$ cat src/rtl/pipe_pkg.sv
// Shared definitions for the 5-stage pipeline controller.
package pipe_pkg;

  typedef enum logic [1:0] {
    RUN    = 2'd0,
    IOWAIT = 2'd1,
    HALT   = 2'd2
  } state_t;

  localparam int RET_W_DEF = 16;

  localparam int STG_F = 0;
  localparam int STG_D = 1;
  localparam int STG_E = 2;
  localparam int STG_M = 3;
  localparam int STG_W = 4;
  localparam int N_STG = 5;

endpackage

$ cat src/rtl/io_handshake.sv
// IO port handshake: holds req until ack, then remembers completion until M advances.
module io_handshake (
  input  logic clk,
  input  logic rst_n,
  input  logic start,
  input  logic ack,
  input  logic advance,
  output logic req,
  output logic done
);

  always_ff @(posedge clk) begin
    if (!rst_n) begin
      req  <= 1'b0;
      done <= 1'b0;
    end else if (req) begin
      if (ack) begin
        req  <= 1'b0;
        done <= 1'b1;
      end
    end else if (start) begin
      req <= 1'b1;
    end else if (advance) begin
      // done only needs to survive the one edge that lets the IO instruction leave M
      done <= 1'b0;
    end
  end

endmodule

$ cat src/rtl/pipeline_ctrl.sv
// Turns hazard-unit requests into stage enables/flushes, tracks stage validity,
// freezes for IO transfers and HALT, and counts retired instructions.
module pipeline_ctrl
  import pipe_pkg::*;
#(
  parameter int RET_W = RET_W_DEF
) (
  input  logic             clk,
  input  logic             rst_n,
  input  logic             stallF,
  input  logic             stallD,
  input  logic             pcsrcD,
  input  logic             ioM,
  input  logic             haltW,
  input  logic             io_ack,
  output logic             enF,
  output logic             enD,
  output logic             enE,
  output logic             enM,
  output logic             enW,
  output logic             flushD,
  output logic             flushE,
  output logic             validD,
  output logic             validE,
  output logic             validM,
  output logic             validW,
  output logic             io_req,
  output logic             halted,
  output logic [RET_W-1:0] retired
);

  function automatic logic [RET_W-1:0] sat_inc(input logic [RET_W-1:0] v);
    return (v == {RET_W{1'b1}}) ? v : v + 1'b1;
  endfunction

  state_t           state;
  logic             io_done;
  logic             io_start;
  logic             freeze;
  logic             advance;
  logic [N_STG-1:0] en;

  assign io_start = (state == RUN) && validM && ioM && !io_done;
  assign freeze   = (state != RUN) || io_start;
  assign advance  = !freeze;

  always_comb begin
    en     = '1;
    flushD = 1'b0;
    flushE = 1'b0;
    if (rst_n) begin
      if (freeze) begin
        en = '0;
      end else begin
        en[STG_F] = !stallF;
        en[STG_D] = !stallD;
        flushD    = pcsrcD;
        flushE    = stallD;
      end
    end
  end

  assign enF = en[STG_F];
  assign enD = en[STG_D];
  assign enE = en[STG_E];
  assign enM = en[STG_M];
  assign enW = en[STG_W];

  always_ff @(posedge clk) begin
    if (!rst_n) begin
      state  <= RUN;
      halted <= 1'b0;
    end else begin
      case (state)
        RUN: begin
          if (io_start) begin
            state <= IOWAIT;
          end else if (validW && haltW) begin
            state  <= HALT;
            halted <= 1'b1;
          end
        end
        IOWAIT: begin
          if (io_ack) state <= RUN;
        end
        HALT:    halted <= 1'b1;
        default: state  <= RUN;
      endcase
    end
  end

  // Stage valid tracking: bits move only on unfrozen edges
  always_ff @(posedge clk) begin
    if (!rst_n) begin
      validD <= 1'b0;
      validE <= 1'b0;
      validM <= 1'b0;
      validW <= 1'b0;
    end else if (advance) begin
      validD <= flushD ? 1'b0 : (en[STG_D] ? 1'b1 : validD);
      validE <= stallD ? 1'b0 : validD;
      validM <= validE;
      validW <= validM;
    end
  end

  always_ff @(posedge clk) begin
    if (!rst_n) begin
      retired <= '0;
    end else if (advance && validW) begin
      retired <= sat_inc(retired);
    end
  end

  io_handshake u_io (
    .clk     (clk),
    .rst_n   (rst_n),
    .start   (io_start),
    .ack     (io_ack),
    .advance (advance),
    .req     (io_req),
    .done    (io_done)
  );

endmodule

$ cat config.mk
export PLATFORM = sky130hd
export DESIGN_NAME = pipeline_ctrl
export DESIGN_NICKNAME = d
export VERILOG_FILES = /design/src/rtl/pipe_pkg.sv /design/src/rtl/io_handshake.sv /design/src/rtl/pipeline_ctrl.sv
export SDC_FILE = /design/constraint.sdc
export NUM_CORES = 1
export LEC_CHECK = 0
export ABC_AREA = 0
export ABC_CLOCK_PERIOD_IN_PS = 3450
export CAP_MARGIN = 20
export CORE_MARGIN = 1
export CORE_UTILIZATION = 60
export CTS_BUF_LIST = sky130_fd_sc_hd__clkbuf_4 sky130_fd_sc_hd__clkbuf_8 sky130_fd_sc_hd__clkbuf_16
export DETAILED_ROUTE_END_ITERATION = 6
export DONT_BUFFER_PORTS = 1
export PLACE_DENSITY = 0.78
export SLEW_MARGIN = 25
export SYNTH_ARGS = -nofsm -noshare
export SYNTH_HDL_FRONTEND = slang
export SYNTH_SLANG_ARGS = --single-unit
$ cat constraint.sdc
create_clock -name clk -period 3.45 [get_ports clk]
set_clock_uncertainty 0.1 [all_clocks]
set_input_delay 0.345 -clock clk [delete_from_list [all_inputs] [get_ports clk]]
set_output_delay 0.345 -clock clk [all_outputs]
set_load 0.02 [all_outputs]
Word level (Yosys, flattened, before mapping)
Index checks and enable logic that the tools add are counted.

word-level totals
  output and inout bits = 29
  logic and storage cells = 66
  memories = 0
  bits in latches = 0
  input bits = 8
  ROM bits = 0
  memory bits (writable) = 0
  flip-flop bits (word level) = 25

cells by class
  multiplexer cells = 24
  eq/ne operators = 10
  bitwise operators = 3
  multiply operators = 0
  order comparisons = 0
  add/sub/neg operators = 1
  reduce and logical (&&, ||, !) cells = 19
  divide/modulo/power cells = 0
  shift-type cells = 0

operator list
  kind                                                                    count
  16-bit by 1-bit adder with 16-bit output (second input constant)        1
  16-bit equality test (second input constant)                            1
  1-bit two-way mux                                                       16
  3-bit AND reduction                                                     3
  2-bit two-way mux                                                       4
  2-bit by 1-bit != test with 1-bit output (second input constant)        3
  2-bit != test (second input constant)                                   3
  2-bit one-hot mux with 3 select lines                                   1
  2-bit nonzero test                                                      3
  1-bit logical AND                                                       5
  5-bit two-way mux                                                       1
  1-bit zero test                                                         4
  2-bit AND reduction                                                     2
  3-bit two-way mux                                                       1
  3-bit by 2-bit != test with 1-bit output (second input constant)        1
  1-bit inverter                                                          3
  2-bit by 1-bit equality test with 1-bit output (second input constant)  1
  2-bit equality test (second input constant)                             1
  2-bit zero test                                                         1
  1-bit one-hot mux with 2 select lines                                   1
  1-bit logical OR                                                        1

Logic depth before layout (Yosys ltp)
Gate-level depths: netlist (run 1).

  depth in word-level cells = 9
  gate-level depth with buffers = 6
  depth with buffers taken out = 5

Hierarchy
A second synthesis (run 1) with hierarchy kept.

unflattened totals
  cell total of the unflattened synthesis = 156
  area, all modules = 1368.8 um^2

modules (own cells, without submodules)
  module         cells an instance  seq. area each (um^2)  area each (um^2)  instances
  pipeline_ctrl  148                460.4                  1278.7            1
  io_handshake   8                  40.0                   90.1              1

Worst setup path after synthesis (run 1)
No wires, ideal clock.

  kind = register -> register
  start point = register retired[0]
  end point = register retired[7]
  data required time = 3221 ps
  buffers on the path = 1
  data arrival time = 1923 ps
  setup slack = 1298 ps
  setup time = 129 ps
  clock period less this slack = 2152 ps
  stages on the path, launching flop included = 7
  cell sequence = dfxtp_1 ha_1 nand4_1 nor4_2 clkbuf_1 nor4_1 mux2i_1

on the way
  longest elaborated chain between the ends = 3
  elaborated cells between the ends (all ways) = 4
  those cells by class = add/sub (1); eq/ne (1); bitwise (1); reduce/logical (1)

RTL lines
  element                                                                                           line                  RTL
  start, declared                                                                                   pipeline_ctrl.sv:29   output logic [RET_W-1:0] retired
  start signal, assigned                                                                            pipeline_ctrl.sv:111  retired <= sat_inc(retired);
  parallel branches: the longest is 3 deep, another holds 16-bit by 1-bit adder with 16-bit output  n/a

Several ways; the timed one is not identified.
A chain may end at the register's enable or synchronous reset.

Worst setup path in the final report (run 1)
  start point = register validM
  end point = output port flushE

on the way
  longest elaborated chain between the ends = 6

RTL lines
  element                          line                  RTL
  start, declared                  pipeline_ctrl.sv:25   output logic validM,
  start signal, assigned           pipeline_ctrl.sv:102  validM <= validE;
  1-bit logical AND (3 in series)  pipeline_ctrl.sv:43   assign io_start = (state == RUN) && validM && ioM && !io_done;
  1-bit logical OR                 pipeline_ctrl.sv:44   assign freeze = (state != RUN) || io_start;
  1-bit two-way mux                pipeline_ctrl.sv:52   if (freeze) begin
  1-bit two-way mux                pipeline_ctrl.sv:51   if (rst_n) begin
  end, declared                    pipeline_ctrl.sv:22   output logic flushE,

Every way passes these cells.

==> metrics.yaml, run 1 <==
logic_synthesis:
  synth_area_um2: 1240
  synth_top_cells_by_area: "dfxtp_1, a21oi_1, nand2_1"
  yosysSeqAreaShare: 0.404
  synth_nets: 158
  yosys_warnings: 0
  syn_avg_cell_area_um2: 8.32
  synth.top_cell.area_share: 0.404
  yosysUniqueCellTypes: 33
  synthCells: 149
  synth_seq_cells: 25
  synth_largest_area_cell: "dfxtp_1"
final_layout:
  num_antenna_cells: 0
  syn2layout_area_growth_pct: 2.72
  final_nets: 155
  fillCellCount: 192
  drive_above_1_share: 0.0621
  fin_area_um2: 1270
timing:
  tns_ns: 0
  worst_pin_slew_ns: 0.674
  fmax_ghz: 0.414
  setup-violations-final: 0
  min_period_ns: 2.42
  slew_headroom: 0.547
  rsz0062_at_grt: "no"
  report.final.slew_viol_count: 0
  finalCritPeriodShare: 0.701
  hold_violations: 0
power_and_ir_drop:
  combPwrFrac: 0.037
  p_seq_frac: 0.661
  powerDensity_nw_per_um2: 349
  power.internal_mw: 0.339
  pwr-share-clk: 0.302
  total_power_mw: 0.444
  p_leak_nw: 0.391
  ir_drop_mv: 0.237
  p_sw_frac: 0.236
  p_switching_mw: 0.105
min_path:
  min_from: "rst_n"
  holdCritPathClass: "in2reg"
  hold_path_depth: 1
global_route:
  grt_pass1_vias: 840
  grt_max_degree: 21
  overflow: 0
  antenna_found_initial: 0
  grt_first_pass_wirelength_um: 3570
  grt_use_total: 0.227
critical_path:
  critPathArrivalTime_ns: 1.97
  crit_buf_inv: 0
  crit_start: "validM"
  cp.depth: 3
  critPathMaxStageDelay_ns: 0.56
  crit_chain: "and3b_1 -> or3_1 -> nor3_1"
  cp_top_family: "simple AND/OR/NAND/NOR gates"
  reg2reg_depth: 4
  required_ns: 3.00
  cp_max_fo: 7
  crit_slowest_cell: "nor3_1"
  cp-start-kind: "flop"
  crit_type: "reg2out"
  worstSetupEndpointType: "output port"
  r2r_start: "retired[5]"
floorplan:
  dieArea_um2: 2250
  core_area_um2: 1960
  die_w_um: 47.5
  die_h_um: 47.5
  rows: 16
  start_util: 0.632
  io_pins: 37
clock_network:
  cts_setup_buffers: 0
  clk_path_buf_depth: 2
  postCtsHoldBufs: 1
  cts_resized: 0
  clkSlewWorstSetupHoldPaths_ns: 0.14
  cts_root_buf: "clkbuf_4"
  numClockSinks: 25
  cts_buffers: 3
  cts_tree: "built"
  cts_max_level: 1
  insertion_delay_ns: 0.32
drt:
  first_iter_violations: 15
  wirelength_um: 2420
  routed_via_density: 6.13
  wire_per_inst_um: 14.1
  antenna_left: 0
  vias: 1054
  first_pass_iters: 4
  drc_errors: 0
placed_design:
  io_buffer_count: 0
  place.gp.congestion: 0.763
  hpwlAfterDp_um: 1710
  placed_cell_area_um2: 1230
run_status:
  outcome: "finished clean"
job:
  max_cap_violations: 0
[placed cells by master (no fill, tap or decap), drive strengths merged, types with 5 or more instances in the layout]
cell type,instances
inv,5
a21oi,19
o21ai,5
mux2i,5
nand3,7
o31ai,8
dfxtp,25
nand2b,6
nor4,5
or4,8
nand2,17
nor3,5
[power by group through the flow]
stage | sequential, mW | clock [mW] | combinational (mW)
after floorplan | 0.299 | 0 | 0.0160
after global placement | 0.300 | 0 | 0.0154
after detailed placement | 0.300 | 0 | 0.0158
after CTS | 0.294 | 0.139 | 0.0168
after global routing | 0.294 | 0.147 | 0.0185
final | 0.294 | 0.134 | 0.0165
[cells by family (layout without fill, tap and decap cells)]
family          Yosys count  after routing  share of synthesized area
compound gates           36             36                      0.171
buf+inv                  15             11                     0.0535
flops                    25             25                      0.404
mux                       5              5                     0.0404
fa+ha+maj                 1              1                     0.0101
simple gates             67             67                      0.322
[synthesized netlist by cell type]
cell type	number
a211oi_1	1
a21oi_1	19
and3_1	2
and3b_1	1
buf_2	2
buf_4	2
clkbuf_1	6
dfxtp_1	25
ha_1	1
inv_1	5
mux2i_1	5
nand2_1	17
nand2b_1	6
nand3_1	7
nand3b_1	2
nand4_1	2
nand4_2	1
nor2_1	3
nor3_1	5
nor3b_2	1
nor4_1	4
nor4_2	1
nor4b_1	2
o21a_1	1
o21ai_0	3
o21ai_1	2
o21bai_1	1
o31ai_1	8
o41ai_1	1
or3_1	3
or3b_2	1
or4_1	8
or4b_1	1
[registers in the layout (all words and copies together) (netlist names)]
signal     cells
state          2
retired       16
halted         1
u_io.req       1
u_io.done      1
validE         1
validD         1
validM         1
validW         1
[worst paths after layout]
kind	endpoint	slack, ns
setup / recovery	flushE	1.03
setup reg to reg	retired[12]	1.18
hold reg to reg	u_io.done	0.42
hold / removal	halted	0.03
[per-stage QoR]
stage,utilization,std cells,setup WS (ns),hold WS [ns]
finish,0.649,172,1.03,0.0286
global route,0.649,172,0.904,0.00731
CTS,0.649,172,1.04,0.0155
detailed placement,0.629,167,1.21,0.347
global placement,0.629,167,1.27,0.342
floorplan,-,149,1.30,0.342
[per-layer routing]
layer,vias up,wire (um),GRT usage
li1,541,-,-
met1,490,1100,0.293
met2,21,1210,0.348
met3,2,87,0.0717
met4,0,15,0.103
met5,-,0,0
[area by class of cell]
class	instances	area (um^2)	area share
flip-flops and latches	25	500	0.393
inverters	5	18.8	0.0147
well taps	27	33.8	0.0265
clock inverters	1	7.51	0.00589
clock buffers	3	22.5	0.0177
multi-input cells	109	673	0.528
repair buffers	2	17.5	0.0138
(Power assumes the default switching activity.)
==> run 2: changes to the inputs <==
--- a/config.mk
+++ b/config.mk
@@ -6,7 +6,7 @@
 export NUM_CORES = 1
 export LEC_CHECK = 0
 export ABC_AREA = 0
-export ABC_CLOCK_PERIOD_IN_PS = 3450
+export ABC_CLOCK_PERIOD_IN_PS = 2500
 export CAP_MARGIN = 20
 export CORE_MARGIN = 1
 export CORE_UTILIZATION = 60
==> constraint.sdc (replaced) <==
create_clock -name clk -period 2.5 [get_ports clk]
set_clock_uncertainty 0.1 [all_clocks]
set_input_delay 0.25 -clock clk [delete_from_list [all_inputs] [get_ports clk]]
set_output_delay 0.25 -clock clk [all_outputs]
set_load 0.02 [all_outputs]
==> run 2 against run 1 <==
Against the previous run: sequential power is 38% higher; global-route usage is 0.81 points higher; hold slack better by 0.024 ns; sequential cell count stayed put; die area stayed put; power is 41% higher; clock-buffer cell count is 1 higher; core utilization is 3.4 points higher.
==> metrics.yaml, run 2 (synthesized netlist as in run 1, its figures left out) <==
clock_network:
  cts_resized: 0
  clk_path_buf_depth: 2
  cts_max_level: 1
  cts_buffers: 3
  insertion_delay_ns: 0.31
  clkSlewWorstSetupHoldPaths_ns: 0.13
  cts_tree: "built"
  cts_root_buf: "clkbuf_4"
  numClockSinks: 25
  postCtsHoldBufs: 3
  cts_setup_buffers: 0
final_layout:
  largest_register_ffs: 16
  fin_util: 0.684
  syn2layout_area_growth_pct: 8.17
  fin_area_um2: 1340
  reg_top3: "retired x16, state x2"
  regMostFlops: "retired"
  final_nets: 163
  final_cell_mix: "dfxtp_1, a21oi_1, nand2_1"
  drive_above_1_share: 0.0915
  fin_cells: 180
  num_antenna_cells: 0
  final_common_cell: "dfxtp_1"
floorplan:
  die_w_um: 47.5
  io_pins: 37
  dieArea_um2: 2250
  die_h_um: 47.5
  rows: 16
  core_area_um2: 1960
  start_util: 0.632
drt:
  first_iter_violations: 38
  antenna_left: 0
  routed_via_density: 6.12
  vias: 1102
  wirelength_um: 2670
  wire_per_inst_um: 14.8
  drc_errors: 0
  first_pass_iters: 4
min_path:
  min_to: "state[0]"
  min_from: "io_ack"
  hold_path_depth: 3
  holdCritPathClass: "in2reg"
timing:
  min_period_ns: 2.28
  fmax_ghz: 0.439
  setup-violations-final: 0
  rsz0062_at_grt: "no"
  hold_violations: 0
  layout_setup_ws_ns: 0.223
  holdWs_ns: 0.0525
  report.final.slew_viol_count: 0
  finalCritPeriodShare: 0.911
  worst_pin_slew_ns: 0.633
  tns_ns: 0
  slew_headroom: 0.578
critical_path:
  crit_chain: "and3b_1 -> or3_1 -> nor3_1"
  reg2reg_depth: 4
  crit_slowest_cell: "nor3_1"
  cp_max_fo: 7
  worstReg2RegEnd: "retired[12]"
  r2r_slack_ns: 0.24
  required_ns: 2.15
  crit_type: "reg2out"
  cp-start-kind: "flop"
  critPathMaxStageDelay_ns: 0.52
  worstSetupEndpointType: "output port"
  crit_start: "validM"
  r2r_start: "retired[6]"
  critPathArrivalTime_ns: 1.93
global_route:
  grt_pass1_vias: 901
  antenna_found_initial: 0
  grt_first_pass_wirelength_um: 3750
  grt_max_degree: 21
  grt_use_total: 0.235
  overflow: 0
power_and_ir_drop:
  powerDensity_nw_per_um2: 469
  pwr-share-clk: 0.304
  ir_drop_mv: 0.402
  p_seq_frac: 0.645
  total_power_mw: 0.628
  p_leak_nw: 0.433
  combPwrFrac: 0.051
  power.internal_mw: 0.486
  p_switching_mw: 0.143
  p_sw_frac: 0.227
placed_design:
  placed_cell_area_um2: 1270
  hpwlAfterDp_um: 1830
  io_buffer_count: 0
  pre_cts_ws_ns: 0.287
  dp_cells: 172
  place.gp.congestion: 0.731
run_status:
  outcome: "finished clean"
job:
  max_cap_violations: 0
run 2: cell count changes in the layout (fill, tap and decap cells not counted):
cell / before / now
buf_4: 1 / 6
dlygate4sd3_1: 1 / 4
clkbuf_4: 3 / 4
clkinvlp_4: 1 / 0
run 2: power groups by stage:
stage	logic, mW	registers, mW	clock network, mW
after CTS	0.0310	0.405	0.191
after global routing	0.0357	0.406	0.210
after floorplan	0.0221	0.413	0
after global placement	0.0239	0.414	0
after detailed placement	0.0247	0.414	0
final	0.0320	0.405	0.191
run 2: how the worst max path moves through the flow:
stage	slack, ns	to
2_1_floorplan	0.35	retired[7]
3_3_place_gp	0.33	retired[12]
3_5_place_dp	0.29	retired[12]
4_1_cts	0.22	flushE
5_1_grt	0.09	flushE
6_report	0.22	flushE
run 2: final cells by class:
type | count | area (um^2)
Tap cell | 27 | 33.8
Sequential cell | 25 | 500
Timing Repair Buffer | 10 | 85.1
Fill cell | 177 | 621
Clock buffer | 4 | 30.0
Multi-Input combinational cell | 109 | 673
Inverter | 5 | 18.8
run 2: critical path: cells and delay by family, from the launching register on:
family,cells,cell delay (ns)
flip-flops,1,0.43
AND/OR/NAND/NOR,3,1.18
run 2: routing by layer:
metal,routed length (um),GRT usage,vias up
met5,0,0,-
met4,19,0.0514,0
met3,129,0.0491,2
met2,1310,0.408,28
met1,1210,0.300,513
li1,-,-,559
